### src/rtl/axi_txn_limiter.sv
// ---------------------------------------------------------------------------
// axi_txn_limiter_pkg
//   AXI channel payload and request/response bundle types used by the
//   limiter. The limiter itself only looks at valid/ready, r.last, r.resp
//   and b.resp; every other field is forwarded untouched.
// ---------------------------------------------------------------------------
package axi_txn_limiter_pkg;

  localparam int unsigned IdWidth   = 4;
  localparam int unsigned AddrWidth = 32;
  localparam int unsigned DataWidth = 64;
  localparam int unsigned StrbWidth = DataWidth / 8;

  typedef struct packed {
    logic [IdWidth-1:0]   id;
    logic [AddrWidth-1:0] addr;
    logic [7:0]           len;
  } axi_ax_t;

  typedef struct packed {
    logic [DataWidth-1:0] data;
    logic [StrbWidth-1:0] strb;
    logic                 last;
  } axi_w_t;

  typedef struct packed {
    logic [IdWidth-1:0]   id;
    logic [DataWidth-1:0] data;
    logic [1:0]           resp;
    logic                 last;
  } axi_r_t;

  typedef struct packed {
    logic [IdWidth-1:0] id;
    logic [1:0]         resp;
  } axi_b_t;

  typedef struct packed {
    axi_ax_t aw;
    logic    aw_valid;
    axi_w_t  w;
    logic    w_valid;
    logic    b_ready;
    axi_ax_t ar;
    logic    ar_valid;
    logic    r_ready;
  } axi_req_t;

  typedef struct packed {
    logic    aw_ready;
    logic    ar_ready;
    logic    w_ready;
    logic    b_valid;
    axi_b_t  b;
    logic    r_valid;
    axi_r_t  r;
  } axi_rsp_t;

endpackage

// ---------------------------------------------------------------------------
// axi_txn_limiter
//   Sits between the cache subsystem AXI master port and the interconnect.
//   Caps outstanding AR and AW bursts, drains the port on request and flags
//   error / protocol-violation responses. Payloads pass through with zero
//   added latency; only ar/aw valid (down) and ar/aw ready (up) are gated.
//
// Ports
//   clk_i, rst_ni    clock, asynchronous active-low reset
//   axi_req_i        request from cache subsystem
//   axi_resp_o       response to cache subsystem
//   axi_req_o        request to interconnect
//   axi_resp_i       response from interconnect
//   drain_i          level: block new AR/AW and wait for the port to empty
//   drained_o        port empty and blocked
//   busy_o           anything outstanding or an AR/AW held valid downstream
//   resp_err_o       pulse on R(last)/B handshake with SLVERR/DECERR
//   proto_err_o      sticky: response handshake while its count was zero
//   dbg_state_o      FSM state (debug)
//   dbg_rd_cnt_o     outstanding read bursts (debug)
//   dbg_wr_cnt_o     outstanding write bursts (debug)
//
// Handshake semantics: a transfer happens on a channel in every cycle where
// its valid and ready are both high at the rising clock edge. Once valid is
// presented downstream it stays high with stable payload until ready.
// ---------------------------------------------------------------------------
module axi_txn_limiter #(
  parameter type         axi_req_t   = axi_txn_limiter_pkg::axi_req_t,
  parameter type         axi_rsp_t   = axi_txn_limiter_pkg::axi_rsp_t,
  parameter int unsigned MaxReadTxn  = 8,
  parameter int unsigned MaxWriteTxn = 4,
  parameter int unsigned CntWidth    =
    $clog2(((MaxReadTxn > MaxWriteTxn) ? MaxReadTxn : MaxWriteTxn) + 1)
) (
  input  logic                clk_i,
  input  logic                rst_ni,
  input  axi_req_t            axi_req_i,
  output axi_rsp_t            axi_resp_o,
  output axi_req_t            axi_req_o,
  input  axi_rsp_t            axi_resp_i,
  input  logic                drain_i,
  output logic                drained_o,
  output logic                busy_o,
  output logic                resp_err_o,
  output logic                proto_err_o,
  output logic [1:0]          dbg_state_o,
  output logic [CntWidth-1:0] dbg_rd_cnt_o,
  output logic [CntWidth-1:0] dbg_wr_cnt_o
);

  localparam logic [1:0] ST_RUN     = 2'd0;
  localparam logic [1:0] ST_DRAIN   = 2'd1;
  localparam logic [1:0] ST_DRAINED = 2'd2;

  localparam logic [CntWidth-1:0] RdMax = CntWidth'(MaxReadTxn);
  localparam logic [CntWidth-1:0] WrMax = CntWidth'(MaxWriteTxn);
  localparam logic [CntWidth-1:0] CntOne = CntWidth'(1);

  logic [1:0]          state_q, state_d;
  logic [CntWidth-1:0] rd_cnt_q, rd_cnt_d;
  logic [CntWidth-1:0] wr_cnt_q, wr_cnt_d;
  logic                ar_held_q, ar_held_d;
  logic                aw_held_q, aw_held_d;
  logic                proto_err_q, proto_err_d;

  logic ar_open, aw_open;
  logic ar_fwd, aw_fwd;
  logic rd_inc, rd_dec, wr_inc, wr_dec;
  logic rd_uflow, wr_uflow;

  // A held AR/AW must stay open regardless of drain or limit so the
  // downstream valid never drops before acceptance.
  always_comb begin
    ar_open = ar_held_q | ((state_q == ST_RUN) & (rd_cnt_q < RdMax));
    aw_open = aw_held_q | ((state_q == ST_RUN) & (wr_cnt_q < WrMax));
    ar_fwd  = axi_req_i.ar_valid & ar_open;
    aw_fwd  = axi_req_i.aw_valid & aw_open;
  end

  always_comb begin
    axi_req_o           = axi_req_i;
    axi_req_o.ar_valid  = ar_fwd;
    axi_req_o.aw_valid  = aw_fwd;
    axi_resp_o          = axi_resp_i;
    axi_resp_o.ar_ready = axi_resp_i.ar_ready & ar_open;
    axi_resp_o.aw_ready = axi_resp_i.aw_ready & aw_open;
  end

  always_comb begin
    rd_inc = ar_fwd & axi_resp_i.ar_ready;
    rd_dec = axi_resp_i.r_valid & axi_req_i.r_ready & axi_resp_i.r.last;
    wr_inc = aw_fwd & axi_resp_i.aw_ready;
    wr_dec = axi_resp_i.b_valid & axi_req_i.b_ready;
  end

  // Counters: simultaneous inc/dec cancel; a lone dec at zero is a
  // protocol violation and leaves the count at zero.
  always_comb begin
    rd_cnt_d = rd_cnt_q;
    rd_uflow = 1'b0;
    if (rd_inc && !rd_dec) begin
      rd_cnt_d = rd_cnt_q + CntOne;
    end else if (rd_dec && !rd_inc) begin
      if (rd_cnt_q == '0) rd_uflow = 1'b1;
      else                rd_cnt_d = rd_cnt_q - CntOne;
    end
  end

  always_comb begin
    wr_cnt_d = wr_cnt_q;
    wr_uflow = 1'b0;
    if (wr_inc && !wr_dec) begin
      wr_cnt_d = wr_cnt_q + CntOne;
    end else if (wr_dec && !wr_inc) begin
      if (wr_cnt_q == '0) wr_uflow = 1'b1;
      else                wr_cnt_d = wr_cnt_q - CntOne;
    end
  end

  // Held = forwarded but not yet accepted.
  always_comb begin
    ar_held_d   = ar_fwd & ~axi_resp_i.ar_ready;
    aw_held_d   = aw_fwd & ~axi_resp_i.aw_ready;
    proto_err_d = proto_err_q | rd_uflow | wr_uflow;
  end

  // Drain completion looks at next-state counts so drained_o rises the
  // cycle after the final response handshake.
  always_comb begin
    state_d = state_q;
    case (state_q)
      ST_RUN: begin
        if (drain_i) state_d = ST_DRAIN;
      end
      ST_DRAIN: begin
        if (!drain_i) begin
          state_d = ST_RUN;
        end else if ((rd_cnt_d == '0) && (wr_cnt_d == '0) &&
                     !ar_held_d && !aw_held_d) begin
          state_d = ST_DRAINED;
        end
      end
      ST_DRAINED: begin
        if (!drain_i) state_d = ST_RUN;
      end
      default: state_d = ST_RUN;
    endcase
  end

  always_ff @(posedge clk_i or negedge rst_ni) begin
    if (!rst_ni) begin
      state_q     <= ST_RUN;
      rd_cnt_q    <= '0;
      wr_cnt_q    <= '0;
      ar_held_q   <= 1'b0;
      aw_held_q   <= 1'b0;
      proto_err_q <= 1'b0;
    end else begin
      state_q     <= state_d;
      rd_cnt_q    <= rd_cnt_d;
      wr_cnt_q    <= wr_cnt_d;
      ar_held_q   <= ar_held_d;
      aw_held_q   <= aw_held_d;
      proto_err_q <= proto_err_d;
    end
  end

  always_comb begin
    drained_o    = (state_q == ST_DRAINED);
    busy_o       = (rd_cnt_q != '0) | (wr_cnt_q != '0) | ar_held_q | aw_held_q;
    resp_err_o   = (rd_dec & axi_resp_i.r.resp[1]) | (wr_dec & axi_resp_i.b.resp[1]);
    proto_err_o  = proto_err_q;
    dbg_state_o  = state_q;
    dbg_rd_cnt_o = rd_cnt_q;
    dbg_wr_cnt_o = wr_cnt_q;
  end

endmodule

### config.mk
export PLATFORM = sky130hd
export DESIGN_NAME = axi_txn_limiter
export DESIGN_NICKNAME = d
export VERILOG_FILES = /design/src/rtl/axi_txn_limiter.sv
export SDC_FILE = /design/constraint.sdc
export NUM_CORES = 1
export LEC_CHECK = 0
export BUFFER_PORTS_ARGS = -buffer_cell sky130_fd_sc_hd__buf_2
export CORE_AREA = 2 2 198 200
export DETAILED_ROUTE_END_ITERATION = 10
export DIE_AREA = 0 0 200 202
export HOLD_SLACK_MARGIN = 0.03
export PLACE_DENSITY = 0.43
export SETUP_SLACK_MARGIN = 0.5
export SYNTH_ARGS = -nofsm -noshare
export SYNTH_HDL_FRONTEND = slang
export SYNTH_SLANG_ARGS = --single-unit
### constraint.sdc
create_clock -name clk_i -period 2.84 [get_ports clk_i]
set_clock_uncertainty 0.15 [all_clocks]
set_input_delay 0.284 -clock clk_i [delete_from_list [all_inputs] [get_ports clk_i]]
set_output_delay 0.284 -clock clk_i [all_outputs]
set_load 0.05 [all_outputs]
### Word level (Yosys, flattened, before mapping)

Cells that the tools add are included.

* $add $sub $neg: 4
* order comparisons: 2
* eq/ne operators: 5
* mux-type cells: 17
* bitwise operators: 25
* reduce and logical (&&, ||, !) cells: 21

Operators with widths (count)
* $mux W4: 6
* $logic_not A4 Y1: 4
* $and A1 B1 Y1: 15
* $add A4 B1 Y4 const B: 2
* $mux W2: 4
* $or A1 B1 Y1: 8
* $reduce_bool A4 Y1: 2
* $sub A4 B1 Y4 const B: 2
* $logic_and A1 B1 Y1: 7
* $logic_not A1 Y1: 6
* $mux W1: 6
* $pmux W2 S3: 1
* $lt A4 B3 Y1 const B: 1
* $lt A4 B4 Y1 const B: 1
* $ne A2 B2 Y1 const B: 2
* $ne A3 B3 Y1 const B: 1
* $reduce_and A3 Y1: 1
* $eq A2 B1 Y1 const B: 1
* $eq A2 B2 Y1 const B: 1
* $logic_not A2 Y1: 1
* $not A1 Y1: 2

* flip-flop bits (word level): 13
* input bits: 251
* output and inout port bits: 262

### Longest topological paths before layout

* depth after elaboration: 16
* gate-level depth with buffers: 8
* depth with buffers taken out: 8

### Worst setup path after synthesis

Ideal clock, no wire load.

* path kind: reg2reg
* start: reg wr_cnt_q[0] (netlist: dbg_wr_cnt_o[0])
* end: reg state_q[1] (netlist: dbg_state_o[1])
* library setup time: 72 ps
* data arrival time: 2115 ps
* data required time: 2618 ps
* path slack: 502 ps
* stages on the path, launching flop included: 9
* path buffers: 0
* period minus slack after synthesis: 2338 ps
* cell sequence: dfrtp_1 -> inv_1 -> ha_1 -> nor3b_1 -> nor2_1 -> o221ai_1 -> o21ai_1 -> nor4_2 -> a32o_1

* word-level cells in the longest chain between the ends: 15
* elaborated cells between the ends (all ways): 22
* those cells by class: add/sub (2); order compare (1); eq/ne (1); mux (3); bitwise (5); reduce/logical (10)

RTL lines
* start: declaration: line 121 `logic [CntWidth-1:0] wr_cnt_q, wr_cnt_d;`
* start signal: assignment: line 221 `wr_cnt_q <= wr_cnt_d;`
* $lt A4 B3 Y1: line 135 `aw_open = aw_held_q | ((state_q == ST_RUN) & (wr_cnt_q < WrMax));`
* $and A1 B1 Y1: line 135
* $or A1 B1 Y1: line 135
* $and A1 B1 Y1: line 137 `aw_fwd = axi_req_i.aw_valid & aw_open;`
* $and A1 B1 Y1: line 152 `wr_inc = aw_fwd & axi_resp_i.aw_ready;`
* $logic_not A1 Y1: line 174 `end else if (wr_dec && !wr_inc) begin`
* $logic_and A1 B1 Y1: line 174
* $mux W4: line 174
* $mux W4 *: line 172 `if (wr_inc && !wr_dec) begin`
* via wr_cnt_d[1]: line 121
* $logic_not A4 Y1 *: line 198 `end else if ((rd_cnt_d == '0) && (wr_cnt_d == '0) &&`
* $logic_and A1 B1 Y1 * (2 in series): line 198
* $logic_and A1 B1 Y1 *: line 199 `!ar_held_d && !aw_held_d) begin`
* $ne A3 B3 Y1 (no source line) *
* $reduce_and A3 Y1 (no source line) *
* end signal: assignment: line 219 `state_q <= state_d;`
* end: declaration: line 119 `logic [1:0] state_q, state_d;`

The timed path passes the listed nets; every way through them passes the cells marked *.
A chain may end at the register's enable or synchronous reset.

### Worst setup path after layout

* start: reg wr_cnt_q[1] (netlist: dbg_wr_cnt_o[1])
* end: reg state_q[1] (netlist: dbg_state_o[1])

* word-level cells in the longest chain between the ends: 15
* elaborated cells between the ends (all ways): 22
* those cells by class: add/sub (2); order compare (1); eq/ne (1); mux (3); bitwise (5); reduce/logical (10)

RTL lines (line)
* $lt A4 B3 Y1: 135
* $and A1 B1 Y1: 135
* $or A1 B1 Y1: 135
* $and A1 B1 Y1: 137
* $and A1 B1 Y1: 152
* $logic_not A1 Y1: 174
* $logic_and A1 B1 Y1: 174
* $mux W4: 174
* $mux W4: 172
* $logic_not A4 Y1: 198
* $logic_and A1 B1 Y1 (2 in series): 198
* $logic_and A1 B1 Y1 *: 199
* $ne A3 B3 Y1 (no source line) *
* $reduce_and A3 Y1 (no source line) *

Every way passes the cells marked *; elsewhere a longest branch is shown, timed or not.

==> flow_metrics.py <==
metrics = {
    "global_routing": {
        "grt_usage_pct": 4.78,
        "overflow": 0,
        "antenna_found_initial": 3,
        "grt_pass1_wl_um": 12700,
        "grt_max_degree": 14,
        "grt_pass1_vias": 1476,
    },
    "clocking": {
        "cts_made_buffers": 3,
        "cts.clk_slew.worst_paths_ns": 0.05,
        "cts_tree": "done",
        "cts_max_level": 1,
        "clkLatencyLatePin_ns": 0.24,
        "cts_buffer_depth": 2,
        "root_buffer": "clkbuf_16",
        "post_cts_buffers": 0,
        "cts_sinks": 13,
    },
    "critical_path": {
        "r2r_slack_ns": 0.65,
        "worstPathRequired_ns": 2.82,
        "cp_slowest_cell": "dfrtp_1",
        "path_class": "reg2reg",
        "cpPeakStageDelay_ns": 0.45,
        "timing.rr.end": "dbg_state_o[1]",
        "path_max_fanout": 7,
        "crit_end": "dbg_state_o[1]",
        "path_cells": "inv_1 -> ha_1 -> nand3_1 -> or3b_1 -> and3_1 -> o221ai_1 -> nor4_2 -> a32o_1",
        "rr_worst_depth": 8,
        "r2r_start": "dbg_wr_cnt_o[1]",
        "cp_data_arrival_time_ns": 2.17,
        "start_kind": "register",
        "critPathCaptureType": "register",
        "startpoint": "dbg_wr_cnt_o[1]",
    },
    "timing": {
        "worstMarginPinSlew_ns": 0.597,
        "slew_headroom_pct": 60.2,
        "rsz0062_at_grt": "no",
        "hold_ws_ns": 0.132,
        "final_max_slew_viol_count": 0,
        "hold_viol": 0,
        "fin_tns_setup_ns": 0,
        "setup_viol": 0,
        "min_period_ns": 2.19,
        "fmax_mhz": 457,
        "min_period_over_period_pct": 77.1,
    },
    "drt": {
        "routed_wl_um": 10200,
        "postRouteAntennaNets": 0,
        "viasPerCell": 2.13,
        "route.detailed.drc": 0,
        "firstDrtPassIters": 4,
        "wire_per_inst_um": 15.2,
        "drt_iter0_drc": 26,
        "num_vias": 1425,
    },
    "die": {
        "io_pins": 513,
        "die_h_um": 202,
        "row_count": 72,
        "die_w_um": 200,
        "initial_utilization_pct": 7.53,
        "dieArea_sq_um": 40400,
        "coreArea_sq_um": 38300,
    },
    "placement": {
        "placed_cell_area_sq_um": 1860,
        "numPortBuffers": 38,
        "gp_congestion": 0.672,
        "dp_hpwl_um": 8560,
    },
    "logic_synthesis": {
        "synthAdderAreaFrac_pct": 1.74,
        "ys_ff_latch": 13,
        "synth_top_cell_area_share_pct": 64.1,
        "synth_edf_count": 0,
        "synth_mux_area_share_pct": 1.39,
        "yosysUniqueCellTypes": 46,
        "synth-compound-area-share_pct": 8.68,
        "synthXorXnorAreaFrac_pct": 1.22,
        "postSynthAreaPerCell_sq_um": 8.12,
        "synthTopCellsByArea": "buf_4, dfrtp_1, ha_1",
        "synth_top_family_by_area": "buffers and inverters",
        "syn-cell-area_sq_um": 2880,
        "yosysWarnings": 0,
        "syn_nets": 610,
        "synth.largest_area_cell": "buf_4",
        "synthFlopType": "dfrtp_1",
        "syn-instance-count": 355,
        "synth_simple_gate_area_share_pct": 10.0,
        "ys_seq_area_share_pct": 11.3,
        "async_flop_share_pct": 100,
    },
    "cells_and_area": {
        "final_common_cell": "buf_2",
        "final_cell_mix": "buf_2, dfrtp_1, nand2_1",
        "drive_gt1_share_pct": 36.7,
        "fin_util_pct": 5.13,
        "fin_area_sq_um": 1960,
        "fin_nets": 406,
        "syn_to_final_growth_pct": -31.8,
    },
    "worst_hold_path": {
        "hold_class": "in2reg",
    },
    "power_and_ir_drop": {
        "cellPowerDensity_nw_per_um2": 797,
        "power_leakage_nw": 0.646,
        "vdd_drop_max_uv": 195,
    },
    "status": {
        "status": "complete, no violations",
    },
    "job": {
        "drv_cap": 0,
    },
}
Yosys cell counts, drive strengths merged (2+ instances only):
cell,instances
o211a,2
and3,4
nand3,4
nor4,4
o221ai,2
nand2,9
a211oi,2
nor2,6
mux2i,4
nor3b,2
nor2b,5
dfrtp,13
o21a,2
xnor2,3
buf,247
a21oi,4
nor3,4
inv,8
ha,4
nand4,3
o21ai,3
o211ai,3
worst min-delay path by stage:
stage,startpoint,to,slack (ns),cells past startpoint
floorplan,rst_ni,ar_held_q,-0.16,0
global placement,rst_ni,dbg_wr_cnt_o[3],0.06,1
detailed placement,rst_ni,aw_held_q,0.06,1
CTS,drain_i,dbg_state_o[1],0.14,2
global route,axi_resp_i[81],aw_held_q,0.14,2
finish,drain_i,dbg_state_o[1],0.13,2
flip-flops by register name, indices dropped and copies added, names as in the netlist:
register / cells
dbg_state_o: 2
proto_err_o: 1
dbg_rd_cnt_o: 4
aw_held_q: 1
ar_held_q: 1
dbg_wr_cnt_o: 4
worst max-delay path, delay by kind of cell, from the launching register on:
family / cells / cell delay [ns]
flip-flops: 1 / 0.45
buffers and inverters: 1 / 0.08
adder cells (fa/ha/maj): 1 / 0.22
AND/OR/NAND/NOR: 4 / 0.72
AO/OA/AOI/OAI: 2 / 0.45
where the power goes:
part / total [mW] / internal, mW / switching [mW]
combinational: 0.892 / 0.265 / 0.626
clock: 0.271 / 0.188 / 0.0834
sequential: 0.403 / 0.252 / 0.151
final cells by class:
type	count	area (sq um)
Clock inverter	1	5.00
Tap cell	518	648
Fill cell	4517	36300
Inverter	8	30.0
Sequential cell	13	325
Multi-Input combinational cell	86	673
Clock buffer	3	75.1
Antenna cell	2	5.00
Timing Repair Buffer	39	203
cells by family (layout without fill, tap and decap cells):
group / after synthesis / in the layout
adders and majority gates: 4 / 4
muxes: 4 / 4
and+or+nand+nor: 46 / 46
xor gates and xnor gates: 4 / 4
buffers and inverters: 256 / 51
other: 0 / 2
DFF: 13 / 13
AOI/OAI and AO/OA: 28 / 28
per-stage QoR:
step | setup WS (ns) | power [mW] | instances
floorplan | 0.502 | 1.95 | 355
global placement | 0.611 | 1.31 | 663
detailed placement | 0.550 | 1.31 | 663
CTS | 0.539 | 1.59 | 668
global route | 0.500 | 1.70 | 669
finish | 0.651 | 1.57 | 670
per-layer routing:
metal | share of wire, % | GRT usage [%]
met5 | 0.76 | 1.11
met4 | 14 | 6.19
met3 | 23 | 4.92
met2 | 35 | 5.49
met1 | 27 | 3.87
repair_timing:
item | 4_1_cts | 5_1_grt
resized for setup | 1 | 3
hold endpoints to repair | 13 | 0
endpoints found under the setup margin | 1 | 4
hold buffers | 1 | 0
Note: power is estimated with default switching activity, not from simulation.
